$ cat src/rtl/ps2_tx.sv
// Host-to-device PS/2 transmitter. It sends one command byte to the device
// by driving only the pull-down enables of the open-drain clock and data pads.
module ps2_tx #(
  parameter int CLK_FREQ_HZ    = 50_000_000,
  parameter int INHIBIT_CYCLES = 5000,
  parameter int TIMEOUT_CYCLES = 750_000
) (
  input  logic       clk,
  input  logic       reset,
  input  logic       kclk_in,
  input  logic       kdata_in,
  input  logic       tx_start,
  input  logic [7:0] tx_data,
  output logic       kclk_oe,
  output logic       kdata_oe,
  output logic       tx_busy,
  output logic       tx_done,
  output logic       tx_error
);

  localparam int CNT_MAX = (INHIBIT_CYCLES > TIMEOUT_CYCLES) ? INHIBIT_CYCLES : TIMEOUT_CYCLES;
  localparam int CNT_W   = $clog2(CNT_MAX + 1);
  localparam logic [CNT_W-1:0] INH_LAST = CNT_W'(INHIBIT_CYCLES - 1);
  localparam logic [CNT_W-1:0] TO_LAST  = CNT_W'(TIMEOUT_CYCLES - 1);

  if (CLK_FREQ_HZ <= 0 || INHIBIT_CYCLES < 3 || TIMEOUT_CYCLES < 2) begin : g_param_check
    $error("ps2_tx: invalid parameter values");
  end

  typedef enum logic [2:0] {
    ST_IDLE, ST_INHIBIT, ST_REQ, ST_SHIFT, ST_ACK, ST_WAIT_IDLE
  } state_e;

  state_e           state_q, state_d;
  logic [10:0]      sr_q, sr_d;
  logic [3:0]       bit_cnt_q, bit_cnt_d;
  logic [CNT_W-1:0] cnt_q, cnt_d;
  logic             nack_q, nack_d;
  logic             kclk_oe_q, kclk_oe_d;
  logic             kdata_oe_q, kdata_oe_d;
  logic             busy_q, busy_d;
  logic             done_q, done_d;
  logic             error_q, error_d;
  logic [2:0]       kclk_sync_q;
  logic [1:0]       kdata_sync_q;
  logic             kclk_s, kdata_s, fall;

  // Synchronizers idle high so reset never fabricates a falling edge.
  always_ff @(posedge clk or negedge reset) begin
    if (!reset) begin
      kclk_sync_q  <= 3'b111;
      kdata_sync_q <= 2'b11;
    end else begin
      kclk_sync_q  <= {kclk_sync_q[1:0], kclk_in};
      kdata_sync_q <= {kdata_sync_q[0], kdata_in};
    end
  end

  assign kclk_s  = kclk_sync_q[1];
  assign kdata_s = kdata_sync_q[1];
  assign fall    = kclk_sync_q[2] & ~kclk_sync_q[1];

  always_ff @(posedge clk or negedge reset) begin
    if (!reset) begin
      state_q    <= ST_IDLE;
      sr_q       <= '0;
      bit_cnt_q  <= '0;
      cnt_q      <= '0;
      nack_q     <= 1'b0;
      kclk_oe_q  <= 1'b0;
      kdata_oe_q <= 1'b0;
      busy_q     <= 1'b0;
      done_q     <= 1'b0;
      error_q    <= 1'b0;
    end else begin
      state_q    <= state_d;
      sr_q       <= sr_d;
      bit_cnt_q  <= bit_cnt_d;
      cnt_q      <= cnt_d;
      nack_q     <= nack_d;
      kclk_oe_q  <= kclk_oe_d;
      kdata_oe_q <= kdata_oe_d;
      busy_q     <= busy_d;
      done_q     <= done_d;
      error_q    <= error_d;
    end
  end

  always_comb begin
    state_d    = state_q;
    sr_d       = sr_q;
    bit_cnt_d  = bit_cnt_q;
    cnt_d      = cnt_q;
    nack_d     = nack_q;
    kclk_oe_d  = kclk_oe_q;
    kdata_oe_d = kdata_oe_q;
    busy_d     = busy_q;
    done_d     = 1'b0;
    error_d    = 1'b0;

    case (state_q)
      ST_IDLE: begin
        if (tx_start) begin
          sr_d       = {1'b1, ~^tx_data, tx_data, 1'b0};
          bit_cnt_d  = '0;
          // Starting at 1 makes INHIBIT plus the REQ cycle total INHIBIT_CYCLES clock-low cycles.
          cnt_d      = CNT_W'(1);
          nack_d     = 1'b0;
          busy_d     = 1'b1;
          kclk_oe_d  = 1'b1;
          kdata_oe_d = 1'b0;
          state_d    = ST_INHIBIT;
        end
      end
      ST_INHIBIT: begin
        if (cnt_q == INH_LAST) begin
          kdata_oe_d = ~sr_q[0];
          state_d    = ST_REQ;
        end else begin
          cnt_d = cnt_q + CNT_W'(1);
        end
      end
      ST_REQ: begin
        kclk_oe_d = 1'b0;
        cnt_d     = '0;
        state_d   = ST_SHIFT;
      end
      ST_SHIFT: begin
        cnt_d = fall ? '0 : cnt_q + CNT_W'(1);
        if (fall) begin
          sr_d       = {1'b1, sr_q[10:1]};
          kdata_oe_d = ~sr_q[1];
          bit_cnt_d  = bit_cnt_q + 4'd1;
          if (bit_cnt_q == 4'd9) state_d = ST_ACK;
        end
      end
      ST_ACK: begin
        cnt_d = fall ? '0 : cnt_q + CNT_W'(1);
        if (fall) begin
          nack_d    = kdata_s;
          bit_cnt_d = bit_cnt_q + 4'd1;
          state_d   = ST_WAIT_IDLE;
        end
      end
      ST_WAIT_IDLE: begin
        cnt_d = fall ? '0 : cnt_q + CNT_W'(1);
        if (kclk_s && kdata_s) begin
          done_d  = 1'b1;
          error_d = nack_q;
          busy_d  = 1'b0;
          cnt_d   = '0;
          state_d = ST_IDLE;
        end
      end
      default: state_d = ST_IDLE;
    endcase

    // Watchdog: a device that stops clocking must not hold the bus forever.
    if ((state_q == ST_SHIFT || state_q == ST_ACK || state_q == ST_WAIT_IDLE) &&
        cnt_q == TO_LAST) begin
      kclk_oe_d  = 1'b0;
      kdata_oe_d = 1'b0;
      done_d     = 1'b1;
      error_d    = 1'b1;
      busy_d     = 1'b0;
      cnt_d      = '0;
      state_d    = ST_IDLE;
    end
  end

  assign kclk_oe  = kclk_oe_q;
  assign kdata_oe = kdata_oe_q;
  assign tx_busy  = busy_q;
  assign tx_done  = done_q;
  assign tx_error = error_q;

endmodule

$ cat config.mk
export PLATFORM = sky130hd
export DESIGN_NAME = ps2_tx
export DESIGN_NICKNAME = d
export VERILOG_FILES = /design/src/rtl/ps2_tx.sv
export SDC_FILE = /design/constraint.sdc
export NUM_CORES = 1
export LEC_CHECK = 0
export ABC_AREA = 1
export CAP_MARGIN = 20
export CORE_UTILIZATION = 45
export CTS_CLUSTER_SIZE = 28
export DETAILED_ROUTE_END_ITERATION = 16
export SLEW_MARGIN = 20
export SYNTH_ARGS = -nofsm -noshare
export SYNTH_HDL_FRONTEND = slang
export SYNTH_SLANG_ARGS = --single-unit
$ cat constraint.sdc
create_clock -name clk -period 3.2 [get_ports clk]
set_clock_uncertainty 0.2 [all_clocks]
set_input_delay 0.64 -clock clk [delete_from_list [all_inputs] [get_ports clk]]
set_output_delay 0.64 -clock clk [all_outputs]
set_load 0.02 [all_outputs]
==> impl_metrics.json, run 1 <==
{
  "status": "completed",
  "drtPass1Iterations": 4,
  "cts_made_buffers": 5,
  "hp-class": "in -> async",
  "die_h_um": 84.4,
  "hold_viol_final": 0,
  "netlist_instances": 449,
  "clkSlewWorstSetupHoldPaths_ns": 0.10,
  "syn_to_final_growth_pct": 10.4,
  "dp_slack_ns": 0.598,
  "io_pins": 18,
  "yosysSeqAreaShare_pct": 40.3,
  "synth_area_leaders": "dfrtp_1 (36%), nand2_1 (17%), inv_1 (7.6%), nor2_1 (7.5%), nand3_1 (5.9%)",
  "netlist.area_leader.share_pct": 36.0,
  "syn_area_per_cell_um2": 6.81,
  "slew_headroom_pct": 59.7,
  "io_buffer_count": 17,
  "insertion_delay_ns": 0.31,
  "drive_gt1_share_pct": 7.53,
  "maxSlewViolCount": 0,
  "cts_sinks": 49,
  "cellLeakagePower_nw": 1.70,
  "track_usage_pct": 22.0,
  "htree_levels": 2,
  "crit_path_max_incr_delay_ns": 0.55,
  "place_area_mm2": 0.00328,
  "post-route-period-util_pct": 73.2,
  "overflow": 0,
  "worst-path-max-fanout": 19,
  "maxCapViolCount": 0,
  "setup_ws_ns": 0.856,
  "end_kind": "flop",
  "dieWidth_um": 84.4,
  "synth_cell_types": 35,
  "antenna_cells": 0,
  "via_per_inst": 5.12,
  "vias": 2776,
  "rsz0062_at_grt": "no",
  "yosysTopAreaCell": "dfrtp_1",
  "crit_buf_inv": 2,
  "setup.worst_path.class": "reg -> reg",
  "synth_fp_nets": 465,
  "cts_max_path_buffers": 2,
  "coreArea_mm2": 0.00646,
  "yosysWarnings": 0,
  "cts_tree": "yes",
  "drt_iter0_drc": 157,
  "nets": 480,
  "seq_area_mm2": 0.00123,
  "min_period_ns": 2.34,
  "hold_buffers": 0,
  "postLayoutCoreUtil_pct": 52.3,
  "design_area_mm2": 0.00338,
  "max_slew.worst_pin.slew_ns": 0.599,
  "holdWs_ns": 0.0971,
  "multi_input_area_mm2": 0.00151,
  "fmax_ghz": 0.427,
  "fill_cells": 658,
  "row_count": 29,
  "setup_viol": 0,
  "cts_resized": 0,
  "fin_tns_setup_ns": 0,
  "p_per_area_mw_per_mm2": 656,
  "grt_start_max_net_pins": 50,
  "place_congestion": 0.861,
  "drt-total-wl_um": 7090,
  "critPathSlowestCell": "dfrtp_1",
  "ir_worst_vdd_mv": 0.344,
  "cts-root-buf": "clkbuf_8",
  "crit_chain": "nand3_2 -> inv_2 -> nand2_1 -> nand2_2 -> inv_1 -> nand2_2 -> nand3_1 -> nand2_1 -> nor2_1",
  "remaining_drc_errors": 0,
  "die-area_mm2": 0.00713,
  "ys_ff_latch": 49,
  "grt_pass1_wl_um": 12400,
  "initial_core_util_pct": 47.3,
  "wl_per_cell_um": 13.1,
  "arrival_ns": 2.35,
  "ant_nets": 0,
  "cp_top_family": "simple AND/OR/NAND/NOR gates",
  "worstPathRequired_ns": 3.21,
  "antenna_found_initial": 0,
  "synth_area_mm2": 0.00306,
  "post-cts-setup-buffers": 0,
  "grt_pass1_vias": 2720,
  "start_kind": "flop",
  "hpwl_um": 5260
}
## routing by layer
metal	vias to the layer above	track usage, %	wire, um
met2	49	39.6	3530
met4	0	7.09	114
met3	6	4.23	259
met5	-	0	0
met1	1278	26.5	3190
li1	1443	-	-
## power by group
part	internal, mW	switching, mW
clock	0.180	0.227
combinational	0.320	0.616
sequential	0.755	0.119
## cell families (layout without fill, tap and decap cells)
family / after synthesis / in the layout / share of synthesized area, %
AND/OR/NAND/NOR: 277 / 277 / 39.7
buffers and inverters: 77 / 93 / 10.3
flip-flops: 49 / 49 / 40.3
AO/OA/AOI/OAI: 37 / 37 / 6.79
XOR/XNOR: 6 / 6 / 1.72
adder cells (fa/ha/maj): 3 / 3 / 1.23
## synthesized netlist by cell type, drive strengths merged
cell,instances
nand3,38
dfstp,5
nor2,63
xor2,1
xnor2,5
nor3,10
inv,67
nand3b,1
o21a,1
a31oi,8
ha,3
and3,1
o21bai,1
a211oi,1
o211ai,1
a21oi,9
buf,8
nand2,150
nand4,14
clkbuf,2
o21ai,14
o22ai,2
dfrtp,44
## path summary, 6_finish.rpt
kind                       slack [ns]  cells after the start                         to                 startpoint
max                              0.86                      9   bit_cnt_q[2]$_DFFE_PN0P_     state_q[1]$_DFFE_PN0P_
min                               0.1                      2       cnt_q[8]$_DFFE_PN0P_                      reset
max reg2reg                      0.86                      9   bit_cnt_q[2]$_DFFE_PN0P_     state_q[1]$_DFFE_PN0P_
min reg2reg                      0.16                      0  kdata_sync_q[1]$_DFF_PN1_  kdata_sync_q[0]$_DFF_PN1_
max in group asynchronous        2.42                      2  kdata_sync_q[0]$_DFF_PN1_                      reset
min in group clk                 0.16                      0  kdata_sync_q[1]$_DFF_PN1_  kdata_sync_q[0]$_DFF_PN1_
## per-stage QoR
stage | power [mW] | cells
after floorplan | 1.60 | 449
after global placement | 1.81 | 534
after detailed placement | 1.82 | 534
after CTS | 2.24 | 542
after global routing | 2.42 | 542
final | 2.22 | 542
## cells in the final DEF, fill, tap and decap left out, types with 9 or more instances in the layout
cell type          n
o21ai_0           13
nand4_1           14
dfrtp_1           44
nand3_1           36
clkdlybuf4s50_1   16
nor2_1            61
a21oi_1            9
inv_1             62
nand2_1          141
## area by class of cell
cell class                 instances  share of cell area (%)
multi-input combinational        323                    44.7
sequential                        49                    36.5
inverter                          67                    7.45
timing repair buffer              18                    5.49
tap                               77                    2.85
clock buffer                       6                    2.45
clock inverter                     2                   0.519
## registers in the layout, indices dropped and copies added (netlist names)
register	flops
kdata_sync_q	2
bit_cnt_q	4
cnt_q	20
state_q	3
nack_q	1
kclk_sync_q	3
sr_q	11
kclk_oe	1
tx_error	1
kdata_oe	1
tx_done	1
tx_busy	1
No activity file was read; power rests on OpenSTA's default activity.
==> run 2: changes to the inputs <==
Clock period 3.2 ns to 2.3 ns, I/O delays scaled along.
==> impl_metrics.json, run 2 (synthesis results as in run 1) <==
{
  "antenna_found_initial": 0,
  "crit_chain": "ha_1 -> nand3_1 -> buf_4 -> nor2_1 -> nand3_1 -> nor2_1 -> nand2_1 -> nand3_1 -> nand2_1 -> nand2_1 -> inv_1",
  "grt_start_max_net_pins": 30,
  "rsz0062_at_grt": "no",
  "maxSlewViolCount": 0,
  "critPathSlowestCell": "dfrtp_1",
  "slew_headroom_pct": 65.2,
  "largestRegisters": "cnt_q x20, sr_q x11, bit_cnt_q x4",
  "seqPwrFrac_pct": 37.5,
  "drt-total-wl_um": 7210,
  "antenna_cells": 0,
  "hp-class": "reg -> reg",
  "cts_max_path_buffers": 2,
  "cts_sinks": 49,
  "dieWidth_um": 84.4,
  "clkSlewWorstSetupHoldPaths_ns": 0.10,
  "crit_start": "cnt_q[1]$_DFFE_PN0P_",
  "fill_cells": 639,
  "swShare_pct": 41.6,
  "wl_per_cell_um": 12.9,
  "regMostFlops": "cnt_q",
  "maxCapViolCount": 0,
  "grt_pass1_vias": 2702,
  "cts_made_buffers": 5,
  "combPwrFrac_pct": 42.2,
  "hold_viol_final": 0,
  "post-cts-setup-buffers": 0,
  "max_slew.worst_pin.slew_ns": 0.522,
  "worst-path-max-fanout": 4,
  "io_buffer_count": 17,
  "fin_tns_setup_ns": 0,
  "ant_nets": 0,
  "worstPathRequired_ns": 2.31,
  "hpwl_um": 5440,
  "overflow": 0,
  "fmax_ghz": 0.487,
  "min_period_ns": 2.05,
  "cts-root-buf": "clkbuf_8",
  "htree_levels": 2,
  "insertion_delay_ns": 0.31,
  "r2r_start": "cnt_q[1]$_DFFE_PN0P_",
  "seq_area_mm2": 0.00123,
  "postLayoutCoreUtil_pct": 54.5,
  "multi_input_area_mm2": 0.00151,
  "p_sw_mw": 1.34,
  "grt_pass1_wl_um": 12600,
  "largest_reg_flops": 20,
  "clockPowerShare_pct": 20.3,
  "row_count": 29,
  "drt_iter0_drc": 148,
  "p_per_area_mw_per_mm2": 919,
  "ir_worst_vdd_mv": 0.490,
  "drive_gt1_share_pct": 10.6,
  "post-route-period-util_pct": 89.3,
  "die-area_mm2": 0.00713,
  "status": "completed",
  "place_congestion": 0.859,
  "cts_tree": "yes",
  "coreArea_mm2": 0.00646,
  "final_cell_mix": "nand2_1 (140), inv_1 (62), nor2_1 (61)",
  "power.internal_mw": 1.89,
  "hold_path_startpoint": "kdata_sync_q[0]$_DFF_PN1_",
  "cellLeakagePower_nw": 1.78,
  "setup.worst_path.class": "reg -> reg",
  "vias": 2824,
  "nets": 496,
  "initial_core_util_pct": 47.3,
  "die_h_um": 84.4,
  "setup_viol": 0,
  "syn_to_final_growth_pct": 15.2,
  "power_mw": 3.23,
  "io_pins": 18,
  "remaining_drc_errors": 0,
  "crit_path_max_incr_delay_ns": 0.39,
  "end_kind": "flop",
  "via_per_inst": 5.06,
  "drtPass1Iterations": 4,
  "layout_commonest_cell": "nand2_1",
  "arrival_ns": 2.07,
  "start_kind": "flop",
  "track_usage_pct": 22.3
}
[run 2: repair_timing]
item,4_1_cts,5_1_grt
endpoints found under the setup margin,0,5
endpoints found under the hold margin,20,0
resized for setup,0,1
hold buffers,1,0
[run 2: stage by stage]
stage                     std cells  instance area [um2]  worst slack (ns)  hold slack, ns
after detailed placement        549                 3390             0.216           0.147
after floorplan                 449                 3060             0.572         -0.0356
after CTS                       558                 3520             0.210           0.162
after global placement          549                 3390             0.214           0.146
final                           558                 3520             0.245           0.160
after global routing            558                 3520            0.0100           0.163
[run 2: path summary, 6_finish.rpt]
check | end | slack (ns) | depth (start not counted)
max reg2reg | cnt_q[16]$_DFFE_PN0P_ | 0.25 | 11
min reg2reg | kdata_sync_q[1]$_DFF_PN1_ | 0.16 | 0
min | kdata_sync_q[1]$_DFF_PN1_ | 0.16 | 0
max | cnt_q[16]$_DFFE_PN0P_ | 0.25 | 11
min in group asynchronous | cnt_q[12]$_DFFE_PN0P_ | 0.45 | 2
max in group asynchronous | kclk_sync_q[1]$_DFF_PN1_ | 0.83 | 3
[run 2: layout make-up]
type	instances	area share (%)
inverters	67	7.14
clock inverters	2	1.07
multi-input cells	323	43.0
flip-flops and latches	49	35.0
repair buffers	34	8.74
clock buffers	6	2.35
well taps	77	2.74
[run 2: layer usage]
layer / part of all wire, % / track usage [%] / wire length [um] / vias to the layer above
met1: 46 / 28.1 / 3330 / 1294
met4: 1.1 / 6.63 / 76 / 0
met3: 3.9 / 3.44 / 278 / 6
met5: 0 / 0 / 0 / -
li1: - / - / - / 1467
met2: 49 / 39.8 / 3530 / 57
[run 2: power groups by stage]
stage | clock network [mW] | logic (mW) | registers (mW)
2_1_floorplan | 0 | 1.03 | 1.19
3_3_place_gp | 0 | 1.35 | 1.23
3_5_place_dp | 0 | 1.37 | 1.23
4_1_cts | 0.682 | 1.38 | 1.21
5_1_grt | 0.704 | 1.57 | 1.24
6_report | 0.655 | 1.37 | 1.21
[run 2: worst max-delay path: cells and delay by family, from the launching register on]
kind | cells | cell delay, ns
flops | 1 | 0.39
simple gates | 8 | 0.97
fa+ha+maj | 1 | 0.21
buf+inv | 2 | 0.20
